[src/rtl/store_rmw_unit_pkg.sv]
// Shared store-path definitions: splice_store size codes and RMW sequencer states.
// Pure declarations; no latency, no flow control.
package store_rmw_unit_pkg;

  localparam logic [1:0] SPL_SD = 2'd0;
  localparam logic [1:0] SPL_SW = 2'd1;
  localparam logic [1:0] SPL_SH = 2'd2;
  localparam logic [1:0] SPL_SB = 2'd3;

  typedef enum logic [1:0] {
    RMW_IDLE  = 2'd0,
    RMW_READ  = 2'd1,
    RMW_WRITE = 2'd2,
    RMW_ERR   = 2'd3
  } rmw_state_t;

endpackage

[src/rtl/store_merger.sv]
// Splices sub-word store data into an old doubleword (little-endian byte lanes).
// Combinational, zero latency; no flow control.
module store_merger
  import store_rmw_unit_pkg::*;
(
  input  logic [63:0] old_i,
  input  logic [63:0] new_i,
  input  logic [1:0]  spl_i,
  input  logic [2:0]  off_i,
  output logic [63:0] merged_o
);

  logic [7:0]  lane_base;
  logic [7:0]  lane_sel;
  logic [63:0] new_shifted;

  always_comb begin
    lane_base = 8'h01;
    case (spl_i)
      SPL_SD:  lane_base = 8'hFF;
      SPL_SW:  lane_base = 8'h0F;
      SPL_SH:  lane_base = 8'h03;
      default: lane_base = 8'h01;
    endcase
  end

  // Lanes past byte 7 fall off the top; callers only merge aligned stores.
  assign lane_sel    = lane_base << off_i;
  assign new_shifted = new_i << {off_i, 3'b000};

  always_comb begin
    merged_o = old_i;
    for (int i = 0; i < 8; i++) begin
      if (lane_sel[i]) merged_o[8*i +: 8] = new_shifted[8*i +: 8];
    end
  end

endmodule

[src/rtl/store_rmw_unit.sv]
// Store sequencer: read-modify-write of the aligned doubleword for SB/SH/SW, direct write for SD.
// Latency MEM_LAT+1 (SD and misaligned: 1); no backpressure, start is ignored while busy.
module store_rmw_unit
  import store_rmw_unit_pkg::*;
#(
  parameter int MEM_LAT = 1
) (
  input  logic        clk,
  input  logic        reset,
  input  logic        start,
  input  logic [1:0]  spl,
  input  logic [63:0] addr,
  input  logic [63:0] wdata,
  input  logic [63:0] mem_rdata,
  output logic [63:0] mem_addr,
  output logic        mem_wr,
  output logic [63:0] mem_wdata,
  output logic        busy,
  output logic        done,
  output logic        err_misalign
);

  localparam int CW = (MEM_LAT > 1) ? $clog2(MEM_LAT) : 1;

  rmw_state_t    state_q, state_d;
  logic [CW-1:0] cnt_q, cnt_d;
  logic [1:0]    spl_q;
  logic [63:0]   addr_q, wdata_q, old_q;
  logic          latch_req, capture_old;

  function automatic logic misaligned(input logic [1:0] s, input logic [2:0] a);
    case (s)
      SPL_SD:  return a != 3'd0;
      SPL_SW:  return a[1:0] != 2'd0;
      SPL_SH:  return a[0];
      default: return 1'b0;
    endcase
  endfunction

  always_comb begin
    state_d     = state_q;
    cnt_d       = cnt_q;
    latch_req   = 1'b0;
    capture_old = 1'b0;
    case (state_q)
      RMW_IDLE: begin
        if (start) begin
          latch_req = 1'b1;
          cnt_d     = '0;
          if (misaligned(spl, addr[2:0])) state_d = RMW_ERR;
          else if (spl == SPL_SD)         state_d = RMW_WRITE;
          else                            state_d = RMW_READ;
        end
      end
      RMW_READ: begin
        cnt_d = cnt_q + CW'(1);
        if (cnt_q == CW'(MEM_LAT - 1)) begin
          capture_old = 1'b1;
          state_d     = RMW_WRITE;
        end
      end
      RMW_WRITE: state_d = RMW_IDLE;
      RMW_ERR:   state_d = RMW_IDLE;
      default:   state_d = RMW_IDLE;
    endcase
  end

  always_ff @(posedge clk or posedge reset) begin
    if (reset) begin
      state_q <= RMW_IDLE;
      cnt_q   <= '0;
      spl_q   <= SPL_SD;
      addr_q  <= '0;
      wdata_q <= '0;
      old_q   <= '0;
    end else begin
      state_q <= state_d;
      cnt_q   <= cnt_d;
      if (latch_req) begin
        spl_q   <= spl;
        addr_q  <= addr;
        wdata_q <= wdata;
      end
      if (capture_old) old_q <= mem_rdata;
    end
  end

  store_merger u_merger (
    .old_i    (old_q),
    .new_i    (wdata_q),
    .spl_i    (spl_q),
    .off_i    (addr_q[2:0]),
    .merged_o (mem_wdata)
  );

  // All outputs come from registers, so reset drops mem_wr asynchronously.
  assign mem_addr     = {addr_q[63:3], 3'b000};
  assign mem_wr       = (state_q == RMW_WRITE);
  assign done         = (state_q == RMW_WRITE) || (state_q == RMW_ERR);
  assign err_misalign = (state_q == RMW_ERR);
  assign busy         = (state_q != RMW_IDLE);

endmodule

[config.mk]
export PLATFORM = sky130hd
export DESIGN_NAME = store_rmw_unit
export DESIGN_NICKNAME = d
export VERILOG_FILES = /design/src/rtl/store_rmw_unit_pkg.sv /design/src/rtl/store_merger.sv /design/src/rtl/store_rmw_unit.sv
export SDC_FILE = /design/constraint.sdc
export NUM_CORES = 1
export LEC_CHECK = 0
export CAP_MARGIN = 20
export CORE_MARGIN = 10
export CORE_UTILIZATION = 47
export DETAILED_ROUTE_END_ITERATION = 6
export PLACE_DENSITY_LB_ADDON = 0.08
export SYNTH_ARGS = -nofsm -noshare
export SYNTH_HDL_FRONTEND = slang
export SYNTH_SLANG_ARGS = --single-unit
export TNS_END_PERCENT = 5
[constraint.sdc]
create_clock -name clk -period 9.13 [get_ports clk]
set_input_delay 1.826 -clock clk [delete_from_list [all_inputs] [get_ports clk]]
set_output_delay 1.826 -clock clk [all_outputs]
set_load 0.01 [all_outputs]
==> reports/results.txt, run 1 <==
CTS tree -> yes
Die W -> 169.9 um
GR Overflow Total -> 0
total core area -> 21960 um^2
global routing usage on met3 -> 9.000%
Fillers -> 1786
placed instance area -> 13350 um^2
Clock power frac -> 12.6%
area delta synth->final -> 32.28%
CP cell instances -> inv_1 > a221oi_1 > o21a_1 > mux2i_1 > clkdlybuf4s50_1
Synth Warn # -> 0
worst skew pair latency -> 440 ps
# port buffers -> 325
Post-synth EDFFs -> 0
Post-synth ARST share -> 100.0%
final hold violations -> 0
router iterations before antenna repair -> 7
Setup Skew -> 13.17 ps
Core Rows -> 54
Mapped Cells -> 842
required time of the critical path -> 7300 ps
Die Height -> 169.9 um
first-pass GRT wire length -> 47440 um
vias in the first global route -> 7785
post-route ant nets -> 0
CTS HTree Levels -> 4
slowest stage delay, CP -> 1070 ps
P per Cell Area -> 423.3 nW/um^2
synthesized cell area -> 10550 um^2
CP max stage cell -> dfrtp_1
violated checks -> DRC
GRT Max-Usage Layer -> met2
Seq cells post-synth -> 197
Fin Setup TNS -> 0 ps
met2 usage -> 35.81%
register area share after synthesis -> 46.71%
maximum number of pins on one net before global-route repair -> 130
Worst Path Class, Setup -> flop to output port
worst path buffer plus inverter count -> 2
Most used DFF post-synth -> dfrtp_1
worst-path maximum fanout -> 32
fin crit share -> 62.19%
Worst EP arrival -> 3850 ps
Slew headroom -> 26.89%
total net switching power -> 2.306 mW
post-route cell area -> 13960 um^2
Multi-input gate area -> 4697 um^2
Initial Utilization -> 48.06%
GRT Total Usage -> 21.47%
family with the most delay on the worst path -> buffers and inverters
final setup violating endpoints -> 0
Post-CTS Hold Buffers -> 0
Max Transition Viols Final -> 0
I/O pin count -> 329
share of layout cells above drive strength 1 -> 27.98%
GR Layer Usage met1 -> 25.02%
register area -> 4932 um^2
clk sink count -> 197
cts repair resizes -> 0
MaxCap Viol Count -> 0
initial antenna violation count -> 7
gpl congestion -> 0.9197
Inserted Clock Buffers -> 17
Worst-Margin Slew -> 1097 ps
setup bufs post-CTS -> 0
static leakage -> 5.567 nW
final wirelength -> 31470 um
Hold Crit Class -> flop to flop
switching share of power -> 39.02%
Clock transition at path regs -> 70 ps
combinational share of power -> 58.7%
Peak supply drop -> 0.0001654 V
Layout Nets -> 1274
total internal power -> 3.604 mW
RSZ-0062 raised after global routing -> false
Tmin final -> 5678 ps
drc violations -> 2
Vias/cell -> 5.400
status -> finished with violations
Clock Path Buffers -> 2
post-synth cell types -> 49
DR WL/cell -> 22.90 um
highest clock rate -> 0.1761 GHz
die footprint -> 28850 um^2
Crit. End Element -> output port
vias -> 7420
Post-DP HPWL -> 24170 um
CP startpoint kind -> flop
Initial DRC Count -> 520
clock root buffer master -> clkbuf_16
Post-Syn Area per Cell -> 12.53 um^2
Flop pwr share -> 28.8%
state kept, by name, indices dropped and copies added (netlist names):
register  count
old_q        64
spl_q         2
cnt_q         1
wdata_q      64
state_q       2
addr_q       64
final cells by class:
cell class / count / area share, %
multi-input combinational: 513 / 33.64
clock buffer: 17 / 3.047
timing repair buffer: 332 / 23.77
sequential: 197 / 35.33
clock inverter: 15 / 1.147
antenna: 4 / 0.07170
tap: 280 / 2.509
inverter: 16 / 0.4840
cells by family (layout without fill, tap and decap cells):
logic type	after synthesis	in the layout	synth area share [%]
muxes	294	294	32.07
DFF	197	197	46.71
AOI/OAI and AO/OA	136	136	8.228
buffers and inverters	134	380	8.903
and+or+nand+nor	80	80	4.055
other	1	7	0.03553
layer usage:
layer	up-vias	wire, um
li1	3454	-
met1	3640	11910
met2	295	15500
met3	27	3508
met4	4	510
met5	-	27
synthesized netlist by cell type, types with 5 or more instances:
cell type / number / area share [%]
o21ai_0: 39 / 1.8
mux2_2: 233 / 25
nand3b_1: 8 / 0.57
nand2_1: 22 / 0.78
o31ai_1: 8 / 0.57
clkbuf_1: 8 / 0.28
mux2_4: 8 / 1.1
o21ai_1: 9 / 0.43
mux4_2: 6 / 1.3
inv_1: 15 / 0.53
buf_4: 76 / 5.4
o22ai_1: 5 / 0.30
buf_2: 18 / 0.85
nor2_1: 20 / 0.71
nor2b_1: 11 / 0.65
a221oi_1: 9 / 0.75
dfrtp_1: 197 / 47
a211oi_1: 8 / 0.57
a21oi_1: 28 / 1.3
mux2i_1: 43 / 4.1
buf_6: 11 / 1.2
a22oi_1: 17 / 1.2
cells in the final DEF, fill, tap and decap left out, types with 2 or more instances in the layout:
master and instances:
nand3b_1 8, o31ai_1 8, o21ai_1 9, o21ai_2 3, nand2_1 22, mux2_2 233, o21ai_0 39, a211oi_1 8
and2_1 3, buf_4 6, clkinv_4 3, o211ai_1 2, nor2_2 3, clkdlybuf4s50_1 325, nand2b_1 3, inv_8 6
o22ai_1 5, diode_2 4, dfrtp_2 2, mux4_1 2, mux2_4 8, o2bb2ai_1 3, clkinv_8 3, inv_1 14
dfrtp_1 195, a22oi_1 17, nor2b_1 11, mux2i_1 43, clkinvlp_4 2, a21oi_1 28, or2_1 2, a221oi_1 9
nor2_1 20, mux2_1 2, mux4_2 6, conb_1 3, clkbuf_16 17
metrics by stage:
stage | hold slack [ps] | total power, mW | worst slack (ps) | util, % | instances
finish | 505.6 | 5.910 | 3452 | 63.58 | 1374
detailed placement | 489.2 | 5.189 | 3959 | 60.77 | 1337
global route | 517.5 | 6.259 | 3218 | 63.56 | 1372
CTS | 509.3 | 5.950 | 3484 | 63.44 | 1369
global placement | 483.8 | 5.147 | 4116 | 60.77 | 1337
floorplan | 470.9 | 3.868 | 1935 | - | 844
path summary, 6_finish.rpt:
check	depth (start not counted)	end	slack, ps	start
max in group asynchronous	3	wdata_q[17]	5680	reset
hold reg to reg	1	old_q[9]	510	old_q[9]
setup / recovery	5	mem_wdata[49]	3450	addr_q[2]
setup reg to reg	4	old_q[40]	6530	state_q[0]
min in group asynchronous	2	addr_q[43]	1980	reset
hold / removal	1	old_q[9]	510	old_q[9]
power by group through the flow:
stage | Sequential, mW | Combinational (mW) | Clock [mW]
2_1_floorplan | 1.54 | 2.33 | 0
3_3_place_gp | 1.69 | 3.46 | 0
3_5_place_dp | 1.71 | 3.48 | 0
4_1_cts | 1.69 | 3.50 | 0.761
5_1_grt | 1.76 | 3.70 | 0.795
6_report | 1.70 | 3.47 | 0.744
Note: power is estimated with default switching activity, not from simulation.
==> run 2, diff against run 1 <==
clock period = 5.5 ns   (was 9.13 ns; I/O delays follow)
==> run 2 against run 1 <==
Against the previous run: the flow now finishes without violations; sequential power up 72%; critical path depth is 1 higher; wire length is 3.6% higher; die area is the same; hold slack better by 2.2 ps; register-to-register slack lost 3500 ps; design area is 0.64% higher; total power is 68% higher; via count grew 2.4%; clock skew down 1.7 ps; combinational power rose by 65%; clock power is 69% higher; critical path type unchanged; critical endpoint unchanged; largest cell class unchanged.
==> reports/results.txt, run 2 (synthesized netlist as in run 1, its figures left out) <==
Initial DRC Count -> 591 (+14%)
final setup violating endpoints -> 0 (unchanged)
worst-path maximum fanout -> 39 (+22%)
Tmin final -> 4433 ps
area delta synth->final -> 33.12%
Hold Crit Class -> flop to flop
CTS HTree Levels -> 4 (unchanged)
most common cell after layout, fill and taps aside -> clkdlybuf4s50_1
final hold violations -> 0 (unchanged)
static leakage -> 5.605 nW (+0.69%)
Worst EP arrival -> 3330 ps (-520 ps)
die footprint -> 28850 um^2 (unchanged)
Inserted Clock Buffers -> 17 (unchanged)
Slew headroom -> 40.02% (+13 points)
Crit. End Element -> output port
total core area -> 21960 um^2 (unchanged)
Max Transition Viols Final -> 0 (unchanged)
status -> finished clean
Core Rows -> 54 (unchanged)
Post-CTS Hold Buffers -> 0 (unchanged)
most frequent cells in the layout -> clkdlybuf4s50_1, mux2_2, dfrtp_1
cts repair resizes -> 0 (unchanged)
post-route ant nets -> 0 (unchanged)
Worst Path Class, Setup -> flop to output port
Setup Skew -> 11.43 ps (-1.741 ps)
DR WL/cell -> 23.72 um (+3.6%)
setup bufs post-CTS -> 0 (unchanged)
drc violations -> 0 (-2)
initial antenna violation count -> 2 (-5)
Cells after DPL -> 1341 (+0.30%)
Die W -> 169.9 um (unchanged)
vias -> 7601 (+2.4%)
Fillers -> 1738 (-2.7%)
GR Overflow Total -> 0 (unchanged)
final wirelength -> 32610 um (+3.6%)
Largest regs -> addr_q: 64 flops, old_q: 64 flops, wdata_q: 64 flops
Die Height -> 169.9 um (unchanged)
highest clock rate -> 0.2256 GHz
vias in the first global route -> 7737 (-0.62%)
fin cells -> 1375 (+0.073%)
fin crit share -> 80.59%
Initial Utilization -> 48.06% (unchanged)
router iterations before antenna repair -> 4 (-3)
# port buffers -> 325 (unchanged)
RSZ-0062 raised after global routing -> false
gpl congestion -> 0.9172 (-0.27%)
GRT Total Usage -> 22.26% (+0.79 points)
Layout Nets -> 1278 (+0.31%)
fin util -> 63.98% (+0.40 points)
required time of the critical path -> 4400 ps (-2900 ps)
CP startpoint kind -> flop
Fin Setup TNS -> 0 ps (unchanged)
CTS tree -> yes
P per Cell Area -> 705.6 nW/um^2 (+67%)
I/O pin count -> 329 (unchanged)
Vias/cell -> 5.528 (+2.4%)
MaxCap Viol Count -> 0 (unchanged)
Clock transition at path regs -> 80 ps (about the same)
share of layout cells above drive strength 1 -> 28.15% (+0.17 points)
Peak supply drop -> 0.0003263 V (+97%)
hold_ws -> 507.8 ps (+2.227 ps)
worst skew pair latency -> 440 ps (about the same)
Clock Path Buffers -> 2 (unchanged)
maximum number of pins on one net before global-route repair -> 69 (-47%)
first-pass GRT wire length -> 48980 um (+3.2%)
Post-DP HPWL -> 25530 um (+5.6%)
Worst-Margin Slew -> 899.7 ps (-197.0 ps)
clk sink count -> 197 (unchanged)
clock root buffer master -> clkbuf_16
## run 2: worst paths after layout
path | depth (start not counted) | end | startpoint | slack (ps)
worst max-delay path | 6 | mem_wdata[49] | addr_q[1] | 1070
worst min-delay path | 1 | old_q[0] | old_q[0] | 510
worst max register to register | 4 | old_q[25] | state_q[0] | 3020
worst min register to register | 1 | old_q[0] | old_q[0] | 510
max in group asynchronous | 4 | addr_q[1] | reset | 3690
min in group asynchronous | 2 | addr_q[52] | reset | 890
## run 2: critical path, cell delays in order, from the launching register on
cell and delay [ps]:
dfrtp_2 950, buf_12 300, mux2i_1 160, o21ai_0 610, o21ai_1 110, mux2i_1 150
clkdlybuf4s50_1 580
## run 2: metal layers
metal  routed length (um)  GRT usage (%)  share of wire [%]
met1                12970          26.98                 40
met2                15970          36.81                 49
met3                 3054          7.797                9.4
met4                  596          6.295                1.8
met5                   13              0              0.040
## run 2: cell type report
| class | instances | area, um^2 | area share, % |
|---|---|---|---|
| Inverter | 16 | 63.81 | 0.4542 |
| Clock inverter | 14 | 176.4 | 1.256 |
| Clock buffer | 18 | 429.2 | 3.055 |
| Timing Repair Buffer | 336 | 3398 | 24.19 |
| Antenna cell | 1 | 2.502 | 0.01781 |
| Multi-Input combinational cell | 513 | 4697 | 33.43 |
| Tap cell | 280 | 350.3 | 2.494 |
| Sequential cell | 197 | 4932 | 35.11 |
## run 2: where the power goes
part	switching (mW)	total (mW)	internal (mW)	leakage, nW
clock network	0.644	1.26	0.621	0.289
registers	0.737	2.93	2.19	2.32
logic	2.52	5.72	3.19	3.00
total	3.91	9.91	6.01	5.61
## run 2: through the flow
step	cell area, um^2	worst slack [ps]	total power [mW]
finish	14050	1067	9.913
global route	14050	914.6	10.47
CTS	14030	1099	9.991
detailed placement	13420	1572	8.687
global placement	13420	1565	8.641
floorplan	10570	1854	6.422
==> run 3, diff against run 2 <==
CORE_UTILIZATION = 43   (was 47)
clock period = 3.68 ns   (was 5.5 ns; I/O delays follow)
==> run 3 against run 2 <==
Against the previous run: sequential power is 47% higher; non-clock buffer count is 21 higher; first-iteration DRC count stayed put; clock skew is 5.4 ps higher; setup slack worse by 950 ps; utilization is 4.9 points lower; critical path type unchanged; largest cell class unchanged.
==> reports/results.txt, run 3 (synthesized netlist as in run 1, its figures left out) <==
required time of the critical path -> 2940 ps (-1460 ps)
Die W -> 176.7 um (+4.0%)
Power Total -> 15.16 mW (+53%)
initial antenna violation count -> 3 (+1)
GR Layer Usage met1 -> 24.80% (-2.2 points)
Final WS setup -> 113.6 ps (-953.8 ps)
CTS tree -> yes
GR Overflow Total -> 0 (unchanged)
most common cell after layout, fill and taps aside -> clkdlybuf4s50_1
fin util -> 59.07% (-4.9 points)
total internal power -> 9.303 mW (+55%)
worst skew pair latency -> 440 ps (about the same)
fin cells -> 1440 (+4.7%)
router iterations before antenna repair -> 7 (+3)
I/O pin count -> 329 (unchanged)
first-pass GRT wire length -> 49110 um (+0.28%)
Worst Path Class, Setup -> flop to output port
global routing usage on met3 -> 7.169% (-0.63 points)
Crit. End Element -> output port
vias in the first global route -> 7918 (+2.3%)
vias -> 7648 (+0.62%)
Flop pwr share -> 28.4% (-1.2 points)
Post-CTS Hold Buffers -> 0 (unchanged)
total core area -> 24250 um^2 (+10%)
Cells after DPL -> 1401 (+4.5%)
static leakage -> 5.732 nW (+2.3%)
share of layout cells above drive strength 1 -> 29.80% (+1.6 points)
MaxCap Viol Count -> 0 (unchanged)
met2 usage -> 34.14% (-2.7 points)
fin crit share -> 96.91%
switching share of power -> 38.64% (-0.75 points)
total net switching power -> 5.859 mW (+50%)
Core Rows -> 57 (+5.6%)
CP startpoint kind -> flop
most frequent cells in the layout -> clkdlybuf4s50_1, mux2_2, dfrtp_1
clk sink count -> 197 (unchanged)
combinational share of power -> 58.5% (+0.8 points)
DR WL/cell -> 22.80 um (-3.9%)
clock root buffer master -> clkbuf_16
Setup Skew -> 16.79 ps (+5.365 ps)
Initial Utilization -> 43.52% (-4.5 points)
area delta synth->final -> 35.71%
Peak supply drop -> 0.0006094 V (+87%)
worst-path maximum fanout -> 16 (-59%)
maximum number of pins on one net before global-route repair -> 81 (+17%)
Initial DRC Count -> 591 (unchanged)
post-route ant nets -> 0 (unchanged)
Tmin final -> 3566 ps
Layout Nets -> 1299 (+1.6%)
status -> finished clean
final wirelength -> 32840 um (+0.69%)
gpl congestion -> 0.8973 (-2.2%)
GRT Max-Usage Layer -> met2
die footprint -> 31210 um^2 (+8.2%)
drc violations -> 0 (unchanged)
RSZ-0062 raised after global routing -> false
Vias/cell -> 5.311 (-3.9%)
highest clock rate -> 0.2804 GHz
Clock transition at path regs -> 80 ps (about the same)
# port buffers -> 325 (unchanged)
Die Height -> 176.7 um (+4.0%)
Slew headroom -> 35.58% (-4.4 points)
final setup violating endpoints -> 0 (unchanged)
Worst EP arrival -> 2830 ps (-500 ps)
P per Cell Area -> 1059 nW/um^2 (+50%)
Place WS -> 366.5 ps (-1206 ps)
Inserted Clock Buffers -> 17 (unchanged)
final hold violations -> 0 (unchanged)
Clock power frac -> 13.1% (+0.3 points)
Hold Crit Class -> flop to flop
GRT Total Usage -> 20.47% (-1.8 points)
Fin Setup TNS -> 0 ps (unchanged)
Largest regs -> addr_q: 64 flops, old_q: 64 flops, wdata_q: 64 flops
Worst-Margin Slew -> 966.3 ps (+66.67 ps)
Clock Path Buffers -> 2 (unchanged)
Max Transition Viols Final -> 0 (unchanged)
Post-DP HPWL -> 25500 um (-0.12%)
CTS HTree Levels -> 4 (unchanged)
==> run 3: path summary, 6_finish.rpt <==
kind | start | to | slack (ps) | depth (start not counted)
min in group asynchronous | reset | addr_q[11] | 640 | 2
max in group asynchronous | reset | wdata_q[17] | 2280 | 3
max | addr_q[1] | mem_wdata[32] | 110 | 7
min reg2reg | old_q[0] | old_q[0] | 510 | 1
max reg2reg | state_q[0] | old_q[63] | 1580 | 4
min | old_q[0] | old_q[0] | 510 | 1
==> run 3: cell type report <==
type / instances / area [um^2]
repair buffers: 357 / 3581
well taps: 324 / 405.4
inverters: 16 / 63.81
flip-flops and latches: 197 / 4941
clock inverters: 14 / 188.9
fillers: 2025 / 9926
diodes: 2 / 5.005
clock buffers: 17 / 425.4
multi-input cells: 513 / 4712
==> run 3: metal layers <==
layer | up-vias | part of all wire [%]
met4 | 2 | 1.4
met1 | 3804 | 41
li1 | 3500 | -
met2 | 308 | 49
met3 | 34 | 8.8
met5 | - | 0.021
==> run 3: power by group through the flow <==
stage                     Combinational (mW)  Clock, mW  Sequential (mW)
after global routing                    9.43       2.11             4.46
after floorplan                         5.78          0             3.81
after detailed placement                8.85          0             4.33
after global placement                  8.80          0             4.29
final                                   8.87       1.98             4.31
after CTS                               8.90       2.03             4.30
==> run 3: what timing repair did <==
action | CTS | global route
buffers inserted | 0 | 6
gates cloned | 0 | 0
endpoints found under the setup margin | 18 | 32
resized for setup | 3 | 5
==> run 3: stage by stage <==
step,cell area [um^2],hold WS [ps]
floorplan,10570,470.9
global placement,13630,484.3
detailed placement,13630,493.7
CTS,14260,510.7
global route,14320,518.3
finish,14320,507.5
==> run 3: worst max-delay path, cell delays in order, from the launching register on <==
cell             delay, ps
dfrtp_4                570
buf_4                  230
buf_4                  170
nor2b_1                120
a211oi_1                60
o31ai_1                460
mux2_4                 240
clkdlybuf4s50_1        540
==> RTL edit, RTL diff (flow settings as in run 3) <==
`MEM_LAT`: 1 -> 2. Comments in the files are not updated.
--- a/src/rtl/store_rmw_unit.sv
+++ b/src/rtl/store_rmw_unit.sv
@@ -5,3 +5,3 @@
 #(
-  parameter int MEM_LAT = 1
+  parameter int MEM_LAT = 2
 ) (
Behaviour: not the same (Yosys sat finds a counterexample within 4 cycles, from zero or initial values and one cycle with reset high).
==> RTL edit against run 3 <==
Sequential cell count unchanged. Area after synthesis decreased by 0.52%. Fmax increased by 0.18%. Total power decreased by 1.1%. Setup slack improved by 0.0063 ns. Wire length increased by 6.3%. Combinational power about the same. Cell count increased by 7.2%. Design area decreased by 0.83%. Critical endpoint is now mem_wdata[42].
==> RTL edit: results (changes against run 3) <==
Nets=1402 (+7.9%); ranking of synthesized cells by area=dfrtp_1, mux2_2, nand2_1; FILL cells=2087 (+3.1%); hold depth=2 (+1); top cells by count, synth=dfrtp_1, mux2_2, nand2_1; peak supply drop=0.0004845 V (-20%); Hold Slack=0.4754 ns (-0.03210 ns); largest net degree at the start of global routing=79 (-2.5%); HP Start=old_q[28]; share of layout cells above drive strength 1=22.84% (-7.0 points); Placer Congestion=0.9048 (+0.84%); internal power=8854 uW (-4.8%); Critical Path Start=addr_q[0]; Slew Limit Headroom=51.61% (+16 points); Crit Reg-Reg Endpoint=addr_q[37]; status=completed; Leak=0.005948 uW (+3.8%); Met3 Routed Length=3.412 mm (+18%); Netlist cell types=44 (-10%); Critical Path AT=2.82 ns (about the same); CP endpoint=mem_wdata[42]; Wirelength per Cell=22.63 microns (-0.76%); initial antenna violation count=3 (unchanged); Worst Hold End=old_q[28]; DP HPWL=26.91 mm (+5.5%); Seq/Total Area, Yosys=46.96% (+0.24 points); P_clk=1830 uW (-8%); GRT Util Overall=22.14% (+1.7 points); seq pwr=4260 uW (-1%); maximum fanout along the worst path=65 (+49); first-pass GRT wire length=52.52 mm (+6.9%); met3 Resource Use GR=8.842% (+1.7 points); grt met1 use=25.44% (+0.64 points); met1 wire length=13.54 mm (+1.6%); R2R setup slack=1.63 ns (+0.05 ns); vias in the first global route=8363 (+5.6%); Via-to-Cell Ratio=5.203 (-2.0%)
==> RTL edit: changes by cell type after synthesis, moves of 8 or more <==
| cell | change |
|---|---|
| clkbuf_1 | +13 |
| mux2_2 | -45 |
| mux2_4 | -8 |
| nand2_1 | +165 |
| o21ai_1 | -9 |
| o31ai_1 | +8 |
==> RTL edit: logic make-up after synthesis <==
group / count (synthesis) / synth area share, %
other: 1 / 0.03572
DFF: 197 / 46.96
AOI/OAI and AO/OA: 135 / 8.438
and+or+nand+nor: 243 / 9.868
muxes: 240 / 26.08
buffers and inverters: 138 / 8.628
==> RTL edit: per-stage QoR <==
| step | worst slack, ns | total power [uW] | cells |
|---|---|---|---|
| after detailed placement | 0.2630 | 13150 | 1509 |
| final | 0.1198 | 15000 | 1543 |
| after global routing | 0.02510 | 15920 | 1541 |
| after global placement | 0.2591 | 13110 | 1509 |
| after CTS | 0.0005167 | 15070 | 1540 |
| after floorplan | 0.3976 | 9382 | 956 |
==> RTL edit: what timing repair did <==
action	in CTS	in global routing
setup endpoints to repair	12	32
setup buffers	0	1
resized for setup	6	7
cloned	0	0
==> RTL edit: final cells by class <==
type | instances | area [sq um] | share of cell area, %
Timing Repair Buffer | 353 | 3530 | 24.85
Sequential cell | 197 | 4935 | 34.74
Multi-Input combinational cell | 621 | 4702 | 33.10
Inverter | 15 | 60.06 | 0.4228
Tap cell | 324 | 405.4 | 2.854
Clock buffer | 17 | 425.4 | 2.995
Antenna cell | 2 | 5.005 | 0.03524
Clock inverter | 14 | 141.4 | 0.9954
==> RTL edit: worst max-delay path: stages, from the launching register on <==
cell	delay (ns)
dfrtp_2	0.41
buf_12	0.32
mux4_2	0.60
a22oi_1	0.36
a21oi_1	0.12
clkdlybuf4s50_1	0.53
